===== src/rtl/radix4_booth_seq_multiplier.sv =====
`default_nettype none
// ============================================================================
// Module   : radix4_booth_seq_multiplier
// Purpose  : Sequential radix-4 Booth multiplier. It retires two multiplier
//            bits per cycle and returns the full 2*WIDTH-bit product. The
//            signedness of each operand is chosen per operation, and a
//            start/ready/done handshake controls each transfer.
// Options  : MULT_ZERO_SKIP_EN - when defined, an operation with a zero
//            operand finishes one cycle after it is accepted.
// Revision : 1.0 - initial release
// ============================================================================
module radix4_booth_seq_multiplier #(
  parameter int WIDTH = 32
) (
  input  logic                 clk,
  input  logic                 rst,
  input  logic                 start,
  input  logic                 a_signed,
  input  logic                 b_signed,
  input  logic [WIDTH-1:0]     multiplicand,
  input  logic [WIDTH-1:0]     multiplier,
  output logic                 ready,
  output logic                 busy,
  output logic                 done,
  output logic [2*WIDTH-1:0]   product
);

  localparam int ITER  = WIDTH / 2 + 1;
  localparam int CNT_W = $clog2(ITER);
  localparam int ACC_W = 2 * WIDTH + 4;

  if ((WIDTH % 2) != 0 || WIDTH < 4) begin : g_width_check
    $error("radix4_booth_seq_multiplier: WIDTH must be even and >= 4");
  end

  typedef enum logic [1:0] {
    S_IDLE = 2'd0,
    S_RUN  = 2'd1,
    S_DONE = 2'd2
  } state_t;

  state_t             state;
  logic [CNT_W-1:0]   count;
  logic [WIDTH+1:0]   a_ext;     // multiplicand extended to WIDTH+2 bits
  logic [WIDTH+2:0]   b_sh;      // {extended multiplier, b[-1]}, shifted 2 per step
  logic [ACC_W-1:0]   acc;
  logic [WIDTH+1:0]   a_dbl;
  logic [WIDTH+1:0]   pp;
  logic [ACC_W-1:0]   sum;
  logic [ACC_W-1:0]   acc_next;
  logic               accept;
`ifdef MULT_ZERO_SKIP_EN
  logic               zero_op;
`endif

  // ready is high exactly in IDLE and DONE, so it gates acceptance directly
  assign accept   = start & ready;
  assign a_dbl    = {a_ext[WIDTH:0], 1'b0};

  // Partial products are added at bit WIDTH+2. After ITER shifts of two
  // bits each, the total weight is exact and the accumulator never drops a
  // nonzero bit.
  assign sum      = {acc[ACC_W-1:WIDTH+2] + pp, acc[WIDTH+1:0]};
  assign acc_next = {{2{sum[ACC_W-1]}}, sum[ACC_W-1:2]};

  // Booth digit selection from the low triplet of the shifting multiplier
  always_comb begin
    pp = '0;
    case (b_sh[2:0])
      3'b001, 3'b010: pp = a_ext;
      3'b011:         pp = a_dbl;
      3'b100:         pp = -a_dbl;
      3'b101, 3'b110: pp = -a_ext;
      default:        pp = '0;
    endcase
  end

  // Operand capture on accept, then one Booth step per RUN cycle
  always_ff @(posedge clk) begin
    if (rst) begin
      a_ext <= '0;
      b_sh  <= '0;
      acc   <= '0;
`ifdef MULT_ZERO_SKIP_EN
      zero_op <= 1'b0;
`endif
    end else if (accept) begin
      a_ext <= a_signed ? {{2{multiplicand[WIDTH-1]}}, multiplicand}
                        : {2'b00, multiplicand};
      b_sh  <= b_signed ? {{2{multiplier[WIDTH-1]}}, multiplier, 1'b0}
                        : {2'b00, multiplier, 1'b0};
      acc   <= '0;
`ifdef MULT_ZERO_SKIP_EN
      zero_op <= (multiplicand == '0) || (multiplier == '0);
`endif
    end else if (state == S_RUN) begin
      acc  <= acc_next;
      b_sh <= {2'b00, b_sh[WIDTH+2:2]};
    end
  end

  // Control FSM with registered handshake outputs and result register
  always_ff @(posedge clk) begin
    if (rst) begin
      state   <= S_IDLE;
      count   <= '0;
      ready   <= 1'b1;
      busy    <= 1'b0;
      done    <= 1'b0;
      product <= '0;
    end else begin
      done <= 1'b0;
      case (state)
        S_IDLE: begin
          if (start) begin
            state <= S_RUN;
            count <= '0;
            busy  <= 1'b1;
            ready <= 1'b0;
          end
        end
        S_RUN: begin
`ifdef MULT_ZERO_SKIP_EN
          if (zero_op) begin
            state   <= S_DONE;
            count   <= '0;
            busy    <= 1'b0;
            ready   <= 1'b1;
            done    <= 1'b1;
            product <= '0;
          end else
`endif
          if (count == CNT_W'(ITER - 1)) begin
            state   <= S_DONE;
            count   <= '0;
            busy    <= 1'b0;
            ready   <= 1'b1;
            done    <= 1'b1;
            product <= acc_next[2*WIDTH-1:0];
          end else begin
            count <= count + CNT_W'(1);
          end
        end
        S_DONE: begin
          if (start) begin
            state <= S_RUN;
            count <= '0;
            busy  <= 1'b1;
            ready <= 1'b0;
          end else begin
            state <= S_IDLE;
          end
        end
        default: begin
          state <= S_IDLE;
          count <= '0;
          busy  <= 1'b0;
          ready <= 1'b1;
        end
      endcase
    end
  end

endmodule
`default_nettype wire


===== config.mk =====
export PLATFORM = sky130hd
export DESIGN_NAME = radix4_booth_seq_multiplier
export DESIGN_NICKNAME = d
export VERILOG_FILES = /design/src/rtl/radix4_booth_seq_multiplier.sv
export SDC_FILE = /design/constraint.sdc
export NUM_CORES = 1
export LEC_CHECK = 0
export BUFFER_PORTS_ARGS = -buffer_cell sky130_fd_sc_hd__buf_2
export CORE_MARGIN = 5
export CORE_UTILIZATION = 55
export CTS_BUF_LIST = sky130_fd_sc_hd__clkbuf_4 sky130_fd_sc_hd__clkbuf_8 sky130_fd_sc_hd__clkbuf_16
export CTS_CLUSTER_SIZE = 25
export DETAILED_ROUTE_END_ITERATION = 8
export HOLD_SLACK_MARGIN = 0.03
export PLACE_DENSITY = 0.75
export SYNTH_ARGS = -nofsm -noshare
export SYNTH_HDL_FRONTEND = slang
export SYNTH_SLANG_ARGS = --single-unit

===== constraint.sdc =====
create_clock -name clk -period 11.75 [get_ports clk]
set_clock_uncertainty 0.1 [all_clocks]
set_input_delay 3.525 -clock clk [delete_from_list [all_inputs] [get_ports clk]]
set_output_delay 3.525 -clock clk [all_outputs]
set_load 0.01 [all_outputs]

==> impl_metrics.json, run 1 <==
{
  "ctsHoldBuffers": 0,
  "drc": 0,
  "antennaDiodeCount": 0,
  "core-area_um2": 19590,
  "yosys-top-cells-area": "dfxtp_1 37%, nand2_1 14%, a21oi_1 9.0%, xnor2_1 4.3%, ha_1 4.1%",
  "gp_congestion": 0.9161,
  "slew-limit-headroom_pct": 17.86,
  "clk_pin_slew_worst_paths_ps": 60,
  "drt_pass1_iterations": 5,
  "path_cells": "buf_2, nand2_4, nand2b_2, or4_1, nand3_1",
  "setup_violations": 0,
  "synth-edff-count": 0,
  "grt_pass1_vias": 9115,
  "detail_route.wirelength_um": 26800,
  "synth_seq_cells": 205,
  "cts_setup_buffers": 0,
  "synthesis.instances": 1482,
  "power_leakage_nw": 4.981,
  "fp.dieH_um": 151.5,
  "vias": 10250,
  "die_x_um": 151.5,
  "cts_max_level": 1,
  "drv_cap": 0,
  "slew_viol_final": 0,
  "ys.flop_type": "dfxtp_1",
  "start_kind": "primary input",
  "timing.fmax_ghz": 0.1857,
  "drt_iter0_markers": 909,
  "post-route-period-util_pct": 45.84,
  "tightest_slew_ps": 1229,
  "wl_per_cell_um": 14.77,
  "die_area_um2": 22950,
  "ys_types": 72,
  "top_level_ports": 136,
  "vias_per_cell": 5.645,
  "status": "completed",
  "hold_viol": 0,
  "grt_pass1_wl_um": 43920,
  "start_util_pct": 56.20,
  "hold_class": "flop to flop",
  "irDropWorstVdd_uv": 90.26,
  "final_layout_size_suffix_gt1_share_pct": 13.42,
  "nets": 1640,
  "gr-total-overflow": 0,
  "period_minus_slack_ps": 5386,
  "clock-sinks": 205,
  "synth_top_area_share_pct": 37.27,
  "rsz0062_at_grt": "false",
  "endpoint_kind": "flop",
  "critPathKind": "primary input to flop",
  "synth.cell_area_um2": 11010,
  "grt_util_all_layers_pct": 22.57,
  "rows": 51,
  "crit_arrival_ps": 5730,
  "cp_max_fo": 99,
  "yosysSeqAreaShare_pct": 37.27,
  "yosys_warnings": 0,
  "tns_ps": 0,
  "dp.final_hpwl_um": 18080,
  "insertion_delay_ps": 510,
  "crit_buf_inv": 1,
  "clock_path_buffers": 3,
  "portBuffers": 135,
  "synth-async-reset-ratio_pct": 0,
  "pre_cts_slack_ps": 5882,
  "slowest_delay_ps": 690,
  "setup_slack_ps": 6364,
  "cts-resized-gates": 0,
  "grt_max_degree": 104,
  "cts_tree": "built",
  "p_per_area_nw_per_um2": 142.3,
  "cts-buffers-inserted": 22,
  "yosysTopAreaCell": "dfxtp_1",
  "ant_nets": 0,
  "syn-num-nets": 1588,
  "power_mw": 1.767,
  "cp_data_required_time_ps": 12100,
  "cp_top_family": "simple AND/OR/NAND/NOR gates",
  "syn2layout_area_growth_pct": 12.78,
  "fillerInstances": 1821,
  "cts_root_buf": "clkbuf_16",
  "critPathSlowestCell": "nand2_4",
  "syn_area_per_cell_um2": 7.430,
  "antenna_found_initial": 0
}
## per-layer routing
layer	track usage, %	wire length, um
met1	32.65	12800
met5	0	0
met3	3.272	1718
met2	36.05	11840
met4	4.717	437
## worst min-delay path: stages (launching register included)
cell and delay (ps):
dfxtp_1 310, nand2_1 50, nand2_1 40
## cell type report
type                       count  area [um2]  area share, %
sequential                   205        4104          33.05
clock buffer                  32       663.1          5.340
multi-input combinational   1145        6425          51.74
timing repair buffer         145       753.2          6.065
clock inverter                 8       85.08         0.6851
tap                          265       331.6          2.670
inverter                      15       56.30         0.4534
## state kept, by name (all words and copies together) (netlist names)
signal   cells
ready        1
state        2
busy         1
acc         64
done         1
a_ext       33
b_sh        34
count        5
product     64
## cells in the final DEF (no fill, tap or decap), types with 13 or more instances in the layout
cell type | netlist | final
o21ai_0 | 40 | 40
clkbuf_16 | 0 | 22
a21oi_1 | 197 | 197
a31oi_1 | 14 | 14
xnor2_1 | 54 | 54
dfxtp_1 | 205 | 205
buf_2 | 6 | 134
xor2_1 | 23 | 23
ha_1 | 36 | 36
nor2_1 | 99 | 99
a21o_1 | 23 | 23
a221oi_1 | 13 | 13
a311oi_1 | 34 | 34
nand2_1 | 424 | 422
inv_1 | 15 | 15
nand3_1 | 24 | 24
## where the power goes
part           switching [mW]  total [mW]  internal (mW)
Clock                   0.281       0.697          0.416
Sequential             0.0263       0.747          0.721
Combinational           0.207       0.323          0.116
## path summary, 6_finish.rpt
| path | depth (start not counted) | slack (ps) | start | to |
|---|---|---|---|---|
| worst max register to register | 19 | 6610 | a_ext[0] | acc[65] |
| worst min-delay path | 2 | 340 | busy | busy |
| worst max-delay path | 5 | 6360 | start | acc[62] |
| worst min register to register | 2 | 340 | busy | busy |
## cell families (layout without fill, tap and decap cells)
group                    Yosys count  count (layout)  share of synthesized area, %
multiplexers                      12              12                         1.091
flip-flops                       205             205                         37.27
adder cells (fa/ha/maj)           37              37                         4.273
XOR/XNOR                          77              77                         6.125
AO/OA/AOI/OAI                    389             389                         22.11
buffers and inverters            132             200                         4.636
AND/OR/NAND/NOR                  630             630                         24.49
## stage by stage
| step | util [%] | instances | cell area [um2] | hold slack [ps] |
|---|---|---|---|---|
| 6_report | 63.39 | 1815 | 12420 | 342.9 |
| 5_1_grt | 63.39 | 1815 | 12420 | 369.7 |
| 4_1_cts | 63.39 | 1815 | 12420 | 347.0 |
| 3_5_place_dp | 59.57 | 1775 | 11670 | 336.9 |
| 3_3_place_gp | 59.57 | 1775 | 11670 | 329.5 |
| 2_1_floorplan | - | 1482 | 11010 | 325.0 |
## cells in the mapped netlist, types with 6 or more instances
library cell / n
and2_1: 6
or3_1: 10
dfxtp_1: 205
buf_1: 12
a311oi_1: 34
nand3_1: 24
o21ai_0: 40
a21o_1: 23
o221ai_1: 7
ha_1: 36
xnor2_1: 54
nand2_1: 424
nor2_1: 99
a31oi_1: 14
a221oi_1: 13
clkbuf_1: 98
xor2_1: 23
inv_1: 15
nor3_1: 8
a211oi_1: 11
buf_2: 6
a21oi_1: 197
nand2b_1: 12
mux2i_1: 12
nor2b_1: 9
No activity file was read; power rests on OpenSTA's default activity.
==> run 2: changes to the inputs <==
Settings changed: ABC_AREA set to 1.
Clock period 11.75 ns to 5.6 ns, I/O delays scaled along.
==> run 2 against run 1 <==
Net effect:
- critical endpoint is now product[57]
- non-clock buffer count grew 2
- combinational power grew to 4.2 times the previous value
- design area grew 2.2%
==> impl_metrics.json, run 2 <==
{
  "netSwitchingPower_mw": 1.669,
  "synthesis.instances": 1635,
  "power_mw": 4.624,
  "combPwrFrac_pct": 29.4,
  "cts-resized-gates": 0,
  "grt_max_degree": 104,
  "whs_path_depth": 2,
  "synth_top_area_share_pct": 36.92,
  "crit_buf_inv": 1,
  "critPathKind": "flop to flop",
  "synth_seq_cells": 205,
  "antenna_found_initial": 1,
  "synth-async-reset-ratio_pct": 0,
  "layout_commonest_cell": "nand2_1",
  "top_level_ports": 136,
  "yosys-top-cells-area": "dfxtp_1 37%, nand2_1 12%, inv_1 6.4%, o21ai_0 5.8%, nor2_1 5.7%",
  "gp_congestion": 0.9398,
  "critPathSlowestCell": "nand3_1",
  "rsz0062_at_grt": "false",
  "cts-buffers-inserted": 22,
  "status": "completed",
  "rows": 52,
  "yosys-top-cells-count": "366 x nand2_1, 205 x dfxtp_1, 190 x inv_1, 168 x nor2_1, 128 x o21ai_0",
  "synth.cell_area_um2": 11120,
  "insertion_delay_ps": 520,
  "vias": 10780,
  "drt_iter0_markers": 623,
  "nets": 1837,
  "cts_root_buf": "clkbuf_16",
  "drt_pass1_iterations": 5,
  "slew_viol_final": 0,
  "start_kind": "flop",
  "yosysMostFrequentCell": "nand2_1",
  "syn-num-nets": 1741,
  "cp_data_required_time_ps": 5920,
  "clock_power_share_pct": 32.4,
  "ant_nets": 0,
  "cts_tree": "built",
  "intPower_mw": 2.955,
  "die_x_um": 152.2,
  "dp.cells": 1977,
  "cp_max_fo": 27,
  "worstRegToRegCells": 14,
  "clock_path_buffers": 3,
  "yosysTopAreaCell": "dfxtp_1",
  "cts_max_level": 1,
  "irDropWorstVdd_uv": 272.4,
  "ys.flop_type": "dfxtp_1",
  "slowest_delay_ps": 710,
  "drv_cap": 0,
  "power_leakage_nw": 6.024,
  "cp_top_family": "simple AND/OR/NAND/NOR gates",
  "finalNonFillerCells": 2015,
  "clock-sinks": 205,
  "final_layout_size_suffix_gt1_share_pct": 13.07,
  "hold_class": "flop to flop",
  "syn_area_per_cell_um2": 6.799,
  "wl_per_cell_um": 14.91,
  "core-area_um2": 20040,
  "antennaDiodeCount": 0,
  "endpoint_kind": "flop",
  "ctsHoldBuffers": 0,
  "clk_pin_slew_worst_paths_ps": 70,
  "p_per_area_nw_per_um2": 364.5,
  "timing.fmax_ghz": 0.2573,
  "grt_util_all_layers_pct": 24.47,
  "layout_common_cells": "365 x nand2_1, 205 x dfxtp_1, 189 x inv_1",
  "yosys_warnings": 0,
  "portBuffers": 135,
  "syn2layout_area_growth_pct": 14.14,
  "setup_violations": 0,
  "yosysSeqAreaShare_pct": 36.92,
  "p_sw_share_pct": 36.10,
  "crit_cells": 14,
  "cts_setup_buffers": 0,
  "vias_per_cell": 5.350,
  "power_frac_seq_pct": 38.2,
  "start_util_pct": 55.48,
  "slew-limit-headroom_pct": 18.96,
  "path_cells": "or2_2, nand3_1, o22ai_1, a311o_1, ha_1, a21oi_1, nand2_1, a21oi_1, nand3_1, a21oi_1, xor2_1, nand2_1, nand2_1, inv_1",
  "detail_route.wirelength_um": 30050,
  "post-route-period-util_pct": 69.40,
  "grt_pass1_wl_um": 48570,
  "tightest_slew_ps": 1214,
  "hold_viol": 0,
  "tns_ps": 0,
  "fp.dieH_um": 152.2,
  "synth-edff-count": 0,
  "die_area_um2": 23160,
  "gr-total-overflow": 0,
  "period_minus_slack_ps": 3886,
  "dp.final_hpwl_um": 21790,
  "crit_arrival_ps": 4200,
  "top_regs": "acc (64), product (64), b_sh (34)",
  "grt_pass1_vias": 9881,
  "drc": 0,
  "ys_types": 48
}
run 2: area by class of cell:
| class | count | area, um2 |
|---|---|---|
| Fill cell | 1902 | 7351 |
| Clock inverter | 8 | 118.9 |
| Sequential cell | 205 | 4104 |
| Timing Repair Buffer | 147 | 765.7 |
| Tap cell | 270 | 337.8 |
| Multi-Input combinational cell | 1156 | 5979 |
| Inverter | 199 | 747.0 |
| Clock buffer | 30 | 635.6 |
run 2: path summary, 6_finish.rpt:
path                              start          end  slack, ps
worst max-delay path            b_sh[0]  product[57]       1710
worst min-delay path               busy         busy        360
worst max register to register  b_sh[0]  product[57]       1710
worst min register to register     busy         busy        360
run 2: metrics by stage:
stage / utilization [%] / area, um2 / setup slack (ps) / hold slack (ps)
global placement: 59.55 / 11930 / 1734 / 336.6
detailed placement: 59.55 / 11930 / 1636 / 348.3
global route: 63.32 / 12690 / 1331 / 388.2
CTS: 63.32 / 12690 / 1781 / 359.9
finish: 63.32 / 12690 / 1714 / 358.9
floorplan: - / 11120 / 2442 / 335.3
run 2: power by group through the flow:
stage,Clock [mW],Combinational [mW],Sequential [mW]
after global routing,1.59,1.53,1.78
after global placement,0,1.32,1.79
after floorplan,0,1.03,1.76
after CTS,1.53,1.35,1.76
after detailed placement,0,1.35,1.79
final,1.50,1.36,1.77
run 2: cells by family (layout without fill, tap and decap cells):
family / Yosys count / after routing / synth area share (%)
buffers and inverters: 274 / 384 / 9.454
AOI/OAI and AO/OA: 376 / 376 / 19.39
DFF: 205 / 205 / 36.92
and+or+nand+nor: 705 / 705 / 27.01
adders and majority gates: 37 / 37 / 4.232
xor gates and xnor gates: 38 / 38 / 2.994
run 2: routing by layer:
layer | GRT usage [%] | vias to the layer above | wire length (um)
li1 | - | 5546 | -
met1 | 34.82 | 4859 | 14130
met2 | 38.91 | 332 | 13280
met3 | 5.027 | 41 | 2135
met4 | 4.709 | 2 | 490
met5 | 0 | - | 13
run 2: worst min-delay path: stages (launching register included):
cell and delay [ps]:
dfxtp_1 310, nand2_1 60, nand2_1 50
